<file path="src/rtl/uc_multiciclo.sv">
// uc_multiciclo: multicycle control FSM for the RV64 datapath
//
// Decodes the IR opcode/funct fields and sequences every datapath strobe and
// mux select: fetch, decode, execute, memory access, write-back, branches.
// Memory accesses last MEM_WAIT+1 cycles; retired instructions are counted
// on every PC_Write cycle.
//
// Optional feature macro: UC_ILLEGAL_TRAP_EN
//   defined   -> unknown opcodes enter TRAP (illegal=1, halted=1, sticky)
//   undefined -> unknown opcodes retire as a NOP through PC_INC, illegal=0
//
// Ports:
//   clock, reset (async, active-low)
//   Op, Funct3, Funct7_5       instruction fields from the IR
//   igual                      ALU equality flag (same-cycle)
//   PC_Write                   PC load from ALU result
//   Seletor_Ula                000 idle, 001 add, 010 sub
//   mux_A_seletor              0 PC, 1 Reg A, 2 ULAOut
//   mux_B_seletor              0 Reg B, 1 const 4, 2 imm, 3 imm<<1, 4 zero
//   register_Inst_wr           IR load
//   Data_Memory_wr             data memory write
//   bancoRegisters_wr          register file write
//   Mux_Banco_Reg_Seletor      0 ULAOut, 1 memory data register
//   reset_A                    clears Reg A
//   halted, illegal            sticky status flags
//   instr_count                retired-instruction counter
//   state_dbg                  current state encoding
module uc_multiciclo #(
    parameter int MEM_WAIT = 0
) (
    input  logic        clock,
    input  logic        reset,
    input  logic [6:0]  Op,
    input  logic [2:0]  Funct3,
    input  logic        Funct7_5,
    input  logic        igual,
    output logic        PC_Write,
    output logic [2:0]  Seletor_Ula,
    output logic [2:0]  mux_A_seletor,
    output logic [2:0]  mux_B_seletor,
    output logic        register_Inst_wr,
    output logic        Data_Memory_wr,
    output logic        bancoRegisters_wr,
    output logic [2:0]  Mux_Banco_Reg_Seletor,
    output logic        reset_A,
    output logic        halted,
    output logic        illegal,
    output logic [31:0] instr_count,
    output logic [3:0]  state_dbg
);
    typedef enum logic [3:0] {
        INIT        = 4'd0,
        FETCH       = 4'd1,
        DECODE      = 4'd2,
        EXEC_R      = 4'd3,
        EXEC_I      = 4'd4,
        ADDR        = 4'd5,
        MEM_RD      = 4'd6,
        WB_MEM      = 4'd7,
        MEM_WR      = 4'd8,
        WB_ALU      = 4'd9,
        BRANCH_CMP  = 4'd10,
        BRANCH_TAKE = 4'd11,
        PC_INC      = 4'd12,
        HALT        = 4'd13
`ifdef UC_ILLEGAL_TRAP_EN
        ,TRAP       = 4'd14
`endif
    } state_t;

    localparam logic [2:0] ALU_ADD = 3'b001;
    localparam logic [2:0] ALU_SUB = 3'b010;
    localparam logic [3:0] LAST_CNT = 4'(MEM_WAIT);

    state_t      state_q, state_d;
    logic [3:0]  cnt_q, cnt_d;
    logic [31:0] instr_q;
    logic        last, wait_st, taken;

    assign last        = cnt_q == LAST_CNT;
    assign wait_st     = state_q inside {FETCH, MEM_RD, MEM_WR};
    assign taken       = (Funct3 == 3'b000 && igual) || (Funct3 == 3'b001 && !igual);
    // The wait counter only runs inside memory-access states and returns to 0
    // on the cycle the state changes, so it never passes MEM_WAIT.
    assign cnt_d       = (wait_st && !last) ? cnt_q + 4'd1 : 4'd0;
    assign instr_count = instr_q;
    assign state_dbg   = state_q;

    always_ff @(posedge clock or negedge reset) begin
        if (!reset) begin
            state_q <= INIT;
            cnt_q   <= 4'd0;
            instr_q <= 32'd0;
        end else begin
            state_q <= state_d;
            cnt_q   <= cnt_d;
            instr_q <= instr_q + 32'(PC_Write);
        end
    end

    always_comb begin
        state_d = state_q;
        case (state_q)
            INIT:        state_d = FETCH;
            FETCH:       state_d = last ? DECODE : FETCH;
            DECODE: begin
                case (Op)
                    7'b0110011: state_d = EXEC_R;
                    7'b0010011: state_d = EXEC_I;
                    7'b0000011,
                    7'b0100011: state_d = ADDR;
                    7'b1100011: state_d = BRANCH_CMP;
                    7'b1110011: state_d = HALT;
`ifdef UC_ILLEGAL_TRAP_EN
                    default:    state_d = TRAP;
`else
                    default:    state_d = PC_INC;
`endif
                endcase
            end
            EXEC_R,
            EXEC_I:      state_d = WB_ALU;
            ADDR:        state_d = (Op == 7'b0000011) ? MEM_RD : MEM_WR;
            MEM_RD:      state_d = last ? WB_MEM : MEM_RD;
            MEM_WR:      state_d = last ? FETCH : MEM_WR;
            WB_MEM,
            WB_ALU,
            BRANCH_TAKE,
            PC_INC:      state_d = FETCH;
            // igual is only valid this cycle, so the branch decision is Mealy.
            BRANCH_CMP:  state_d = taken ? BRANCH_TAKE : PC_INC;
            HALT:        state_d = HALT;
`ifdef UC_ILLEGAL_TRAP_EN
            TRAP:        state_d = TRAP;
`endif
            default:     state_d = INIT;
        endcase
    end

    always_comb begin
        PC_Write              = 1'b0;
        Seletor_Ula           = 3'b000;
        mux_A_seletor         = 3'b000;
        mux_B_seletor         = 3'b000;
        register_Inst_wr      = 1'b0;
        Data_Memory_wr        = 1'b0;
        bancoRegisters_wr     = 1'b0;
        Mux_Banco_Reg_Seletor = 3'b000;
        reset_A               = 1'b0;
        halted                = 1'b0;
        illegal               = 1'b0;
        case (state_q)
            // State sits in INIT throughout reset; only pulse reset_A once released.
            INIT:        reset_A = reset;
            FETCH:       register_Inst_wr = last;
            DECODE: begin
                mux_B_seletor = 3'd3;
                Seletor_Ula   = ALU_ADD;
            end
            EXEC_R: begin
                mux_A_seletor = 3'd1;
                Seletor_Ula   = Funct7_5 ? ALU_SUB : ALU_ADD;
            end
            EXEC_I,
            ADDR: begin
                mux_A_seletor = 3'd1;
                mux_B_seletor = 3'd2;
                Seletor_Ula   = ALU_ADD;
            end
            MEM_WR: begin
                Data_Memory_wr = 1'b1;
                mux_B_seletor  = last ? 3'd1 : 3'd0;
                Seletor_Ula    = last ? ALU_ADD : 3'b000;
                PC_Write       = last;
            end
            WB_MEM: begin
                Mux_Banco_Reg_Seletor = 3'd1;
                bancoRegisters_wr     = 1'b1;
                mux_B_seletor         = 3'd1;
                Seletor_Ula           = ALU_ADD;
                PC_Write              = 1'b1;
            end
            WB_ALU: begin
                bancoRegisters_wr = 1'b1;
                mux_B_seletor     = 3'd1;
                Seletor_Ula       = ALU_ADD;
                PC_Write          = 1'b1;
            end
            BRANCH_CMP: begin
                mux_A_seletor = 3'd1;
                Seletor_Ula   = ALU_SUB;
            end
            BRANCH_TAKE: begin
                mux_A_seletor = 3'd2;
                mux_B_seletor = 3'd4;
                Seletor_Ula   = ALU_ADD;
                PC_Write      = 1'b1;
            end
            PC_INC: begin
                mux_B_seletor = 3'd1;
                Seletor_Ula   = ALU_ADD;
                PC_Write      = 1'b1;
            end
            HALT:        halted = 1'b1;
`ifdef UC_ILLEGAL_TRAP_EN
            TRAP: begin
                halted  = 1'b1;
                illegal = 1'b1;
            end
`endif
            default: ;
        endcase
    end
endmodule

</file>
<file path="config.mk">
export PLATFORM = sky130hd
export DESIGN_NAME = uc_multiciclo
export DESIGN_NICKNAME = d
export VERILOG_FILES = /design/src/rtl/uc_multiciclo.sv
export SDC_FILE = /design/constraint.sdc
export NUM_CORES = 1
export LEC_CHECK = 0
export CAP_MARGIN = 15
export CORE_UTILIZATION = 40
export CTS_BUF_LIST = sky130_fd_sc_hd__clkbuf_16
export CTS_CLUSTER_SIZE = 14
export DETAILED_ROUTE_END_ITERATION = 6
export GPL_TIMING_DRIVEN = 0
export HOLD_SLACK_MARGIN = 0.03
export PLACE_DENSITY = 0.7
export SETUP_SLACK_MARGIN = 0.3
export SKIP_LAST_GASP = 1
export SLEW_MARGIN = 20
export SYNTH_ARGS = -nofsm -noshare
export SYNTH_HDL_FRONTEND = slang
export SYNTH_SLANG_ARGS = --single-unit
</file>
<file path="constraint.sdc">
create_clock -name clock -period 3.12 [get_ports clock]
set_input_delay 0.312 -clock clock [delete_from_list [all_inputs] [get_ports clock]]
set_output_delay 0.312 -clock clock [all_outputs]
set_load 0.03 [all_outputs]
</file>
; Word level (Yosys, flattened, before mapping)
; Cells that the tools add are included.
[totals]
register_bits = 40
in_bits = 14
out_inout_bits = 55
elab_cells = 64
[op_classes]
n_addsub = 2
n_eq_ne = 20
mux = 20
n_reduce_logical = 19
[op_table]
columns = cell, count
row1 = 4-bit one-hot mux with 9 select lines, 1
row2 = 32-bit by 1-bit adder with 32-bit output, 1
row3 = "4-bit equality test, second input constant", 6
row4 = 4-bit one-hot mux with 5 select lines, 1
row5 = "4-bit by 3-bit equality test with 1-bit output, second input constant", 4
row6 = 3-bit one-hot mux with 5 select lines, 1
row7 = "7-bit by 6-bit equality test with 1-bit output, second input constant", 2
row8 = "7-bit equality test, second input constant", 2
row9 = 4-bit two-way mux, 3
row10 = "4-bit by 2-bit equality test with 1-bit output, second input constant", 2
row11 = 4-bit logical NOT, 2
row12 = 1-bit two-way mux, 8
row13 = 2-bit one-hot mux with 4 select lines, 1
row14 = 2-bit OR reduction, 4
row15 = 4-bit OR reduction, 2
row16 = "7-bit by 2-bit equality test with 1-bit output, second input constant", 1
row17 = "7-bit by 5-bit equality test with 1-bit output, second input constant", 1
row18 = 7-bit OR reduction, 1
row19 = 5-bit OR reduction, 1
row20 = "4-bit by 1-bit adder with 4-bit output, second input constant", 1
row21 = "4-bit by 1-bit equality test with 1-bit output, second input constant", 1
row22 = 2-bit two-way mux, 2
row23 = 2-bit one-hot mux with 2 select lines, 1
row24 = "3-bit by 1-bit equality test with 1-bit output, second input constant", 1
row25 = 8 further kinds, 11

; Longest topological paths before layout
[depth]
word_depth = 5
mapped_depth = 12
ltp_nobuf = 12

; Least setup slack after synthesis
; No wires, ideal clock.
[synth_timing]
path_kind = register -> register
startpoint = register state_q[3] (netlist: state_dbg[3])
endpoint = register instr_q[28] (netlist: instr_count[28])
setup_ns = 0.134
arrival_ns = 3.351
required_time_ns = 2.986
slack_ns = -0.364
stages_incl_launch_ff = 12
path_buffers = 2
period_less_slack_ns = 3.484
path_cell_list = dfrtp_1 > clkbuf_1 > clkbuf_1 > o211a_1 > nor2_1 > a31oi_1 > ha_1 > ha_1 > nand4_1 > nor4_4 > nand4_1 > xnor2_1
[synth_via]
elab_chain_len = 4
word_cells_on_any_way = 8
cone_classes = add/sub: 1 / eq/ne: 5 / mux: 1 / reduce/logical: 1
[synth_lines]
columns = element, line_no
row1 = start: declaration, 75  ; state_t state_q, state_d;
row2 = start signal: assignment, 95  ; state_q <= state_d;
row3 = 4-bit by 3-bit equality test with 1-bit output or 4-bit equality test (tied branches), 152  ; case (state_q)
row4 = 4-bit OR reduction (no line), --
row5 = 1-bit one-hot mux with 2 select lines (*), 152
row6 = via PC_Write, 37  ; output logic PC_Write,
row7 = 32-bit by 1-bit adder with 32-bit output (*), 97  ; instr_q <= instr_q + 32'(PC_Write);
row8 = end signal: assignment, 97
row9 = end: declaration, 77  ; logic [31:0] instr_q;
; Mark *: on every way through the listed nets, which the timed path passes. The rest lies on a longest branch.

; Final worst setup path
[layout_timing]
startpoint = register cnt_q[0]
endpoint = output PC_Write
[layout_via]
elab_chain_len = 2
[layout_lines]
columns = element, line_no
row1 = start: declaration, 76  ; logic [3:0] cnt_q, cnt_d;
row2 = start signal: assignment, 96  ; cnt_q <= cnt_d;
row3 = 4-bit logical NOT, 80  ; assign last = cnt_q == LAST_CNT;
row4 = 1-bit one-hot mux with 2 select lines, 152
row5 = end: declaration, 37
; No other way between the ends.

==> flow_summary.toml <==
[clock_network]
numCtsBuffers = 5
cts_root_buf = "clkbuf_16"
ctsLongestPathBuffers = 2
cts_htree_levels = 2
worstSkewPairLatency_ps = 280
cts_tree = "done"
path_clk_slew_ps = 50
cts_num_sinks = 40

[synthesis]
synthMuxAreaShare_pct = 0
synth_top_family_by_area = "simple AND/OR/NAND/NOR gates"
synth-compound-area-share_pct = 8.16
synth.cell_area_um2 = 2240
synthArstFlopShare_pct = 100
synth-edff-count = 0
synth_warnings = 0
syn_inst = 235
synth_xor_area_share_pct = 13.3
synth-simple-area-share_pct = 26.6
yosysUniqueCellTypes = 41
avgSynthCellArea_um2 = 9.53
synth_top_area_cell = "dfrtp_1"
synth_ff_type = "dfrtp_1"
synth.most_common_cell = "dfrtp_1"
synth_common_cells = "dfrtp_1, xnor2_1, nor2_1, nand3_1, nand2_1"
yosys.area.top_type_share_pct = 44.7
synth-adder-area-share_pct = 2.24
synth_area_leaders = "dfrtp_1, xnor2_1, nor2_1, nand3_1, xor2_1"
ys_ff_latch = 40
synth-seq-area-share_pct = 44.7

[placed_design]
place_ws_ps = 150
dp.cells = 373
gp_congestion = 0.926
portBuffers = 63
hpwlAfterDp_mm = 3.48

[worst_hold_path]
hp-class = "in -> async"

[global_routing]
antenna_found_initial = 0
grt_max_degree = 31
grt_pass1_wl_mm = 8.24
grtUsageTotal_pct = 17.5
grt.overflow.total = 0
met2_usage_pct = 27.0
grt_pass1_vias = 1763
met1_usage_pct = 23.6
grt-busiest-layer = "met2"
grt.met3_usage_pct = 4.17

[sta]
setup_slack_ps = 379
holdWs_ps = 450
finalClockSkew_ps = 2.82
worst_slew_pin_slew_ps = 519
setup_viol = 0
max_slew_margin_pct = 65.1
grt_setup_unrepaired = "no"
fmax_mhz = 365
layout_worst_path_cycle_share_pct = 87.8
finalHoldViolCount = 0
slew_violations = 0
period_minus_slack_ps = 2740

[die]
fp.coreArea_um2 = 5240
start_util_pct = 42.7
die_h_um = 76.8
rows = 26
die_w_um = 76.8
pin_count = 69
dieArea_um2 = 5900

[critical_path]
arrival_ps = 2430
worstPathRequired_ps = 2810
cp-start-kind = "register"
worstSetupEndpointType = "output pin"
r2r_slack_ps = 490
rr_worst_depth = 13
r2r-start = "cnt_q[0]"
critical_path_class = "reg -> out"
rr_endpoint = "instr_count[16]"
crit_end = "PC_Write"
critPathMaxFanout = 4
startpoint = "cnt_q[0]"

[pwr]
ir_drop_mv = 0.635
p_per_area_nw_per_um2 = 769
p_leak_nw = 1.43

[finish]
antennaDiodeCount = 0
instances_no_fill = 391
fillCellCount = 428
finalCoreUtilization_pct = 62.3
area_growth_pct = 45.8
fin_nets = 338
drive_above_1_share_pct = 11.8

[flow_run]
drv_cap = 0

[drt]
wl_mm = 4.88
first_pass_iters = 4
antenna_left = 0
post_drt_wl_per_cell_um = 12.5
vias = 1952
drc = 0
vias_per_cell = 4.99
drt-initial-drc-count = 88

[outcome]
status = "completed"
## worst max-delay path, cell delays in order (launching register included)
cell	delay, ps
dfrtp_1	400
inv_1	70
ha_1	150
nor3b_4	230
o211a_1	230
nor2_1	80
a31oi_4	200
buf_4	140
clkdlybuf4s50_1	650
## routing by layer
metal | up-vias | wire length, um
met5 | - | 0
met4 | 0 | 74
met3 | 6 | 235
met2 | 67 | 2230
met1 | 907 | 2340
li1 | 972 | -
## through the flow
step	TNS, ps	power (W)	instance area [um^2]
6_report	0	0.00251	3260
5_1_grt	0	0.00265	3260
4_1_cts	0	0.00244	3170
3_5_place_dp	0	0.00195	3010
3_3_place_gp	-338	0.00195	2990
2_1_floorplan	0	0.00150	2270
## registers in the layout, indices dropped and copies added, names as in the netlist
register	flops
instr_count	32
state_dbg	4
cnt_q	4
## cell usage in the layout (no fill, tap or decap), types with 5 or more instances in the layout
| master | n |
|---|---|
| a21oi_1 | 9 |
| nand4_1 | 8 |
| and3_1 | 6 |
| nor2_1 | 23 |
| clkdlybuf4s50_1 | 60 |
| conb_1 | 5 |
| inv_1 | 11 |
| nand3_1 | 17 |
| o21ai_0 | 6 |
| clkbuf_16 | 5 |
| clkbuf_1 | 5 |
| clkbuf_2 | 5 |
| xnor2_1 | 27 |
| xor2_1 | 7 |
| buf_4 | 14 |
| nand2_1 | 16 |
| dfrtp_1 | 39 |
## cell type report
cell class	instances	area [um^2]	area share [%]
sequential	40	1000	30.7
timing repair buffer	74	728	22.3
clock buffer	5	125	3.83
buffer	15	81.3	2.49
inverter	9	33.8	1.03
multi-input combinational	175	1190	36.6
clock inverter	3	11.3	0.345
tap	70	87.6	2.68
## power breakdown
group	switching, W	internal (W)	leakage, nW	total (W)
clock network	0.000185	0.000287	0.0738	0.000472
logic	0.000789	0.000570	0.820	0.00136
registers	0.0000892	0.000591	0.540	0.000680
total	0.00106	0.00145	1.43	0.00251
## cell families after synthesis
| kind of cell | count (synthesis) |
|---|---|
| AND/OR/NAND/NOR | 103 |
| flip-flops | 40 |
| XOR/XNOR | 34 |
| AO/OA/AOI/OAI | 29 |
| buffers and inverters | 24 |
| adder cells (fa/ha/maj) | 4 |
| other | 1 |
## how the worst min path moves through the flow
stage	endpoint	slack, ps	cells after the start
CTS	instr_count[5]	460	2
global placement	instr_count[31]	460	1
detailed placement	instr_count[5]	210	1
floorplan	cnt_q[0]	20	0
global route	instr_count[31]	480	1
finish	instr_count[5]	450	2
## timing repair
item                       in CTS  in global routing
setup endpoints to repair      18                 23
gates resized for setup         1                 11
pin swaps                       2                  4
hold buffers                    1                  0
buffers inserted                2                  7
hold endpoints to repair       11                  0
(Power assumes the default switching activity.)
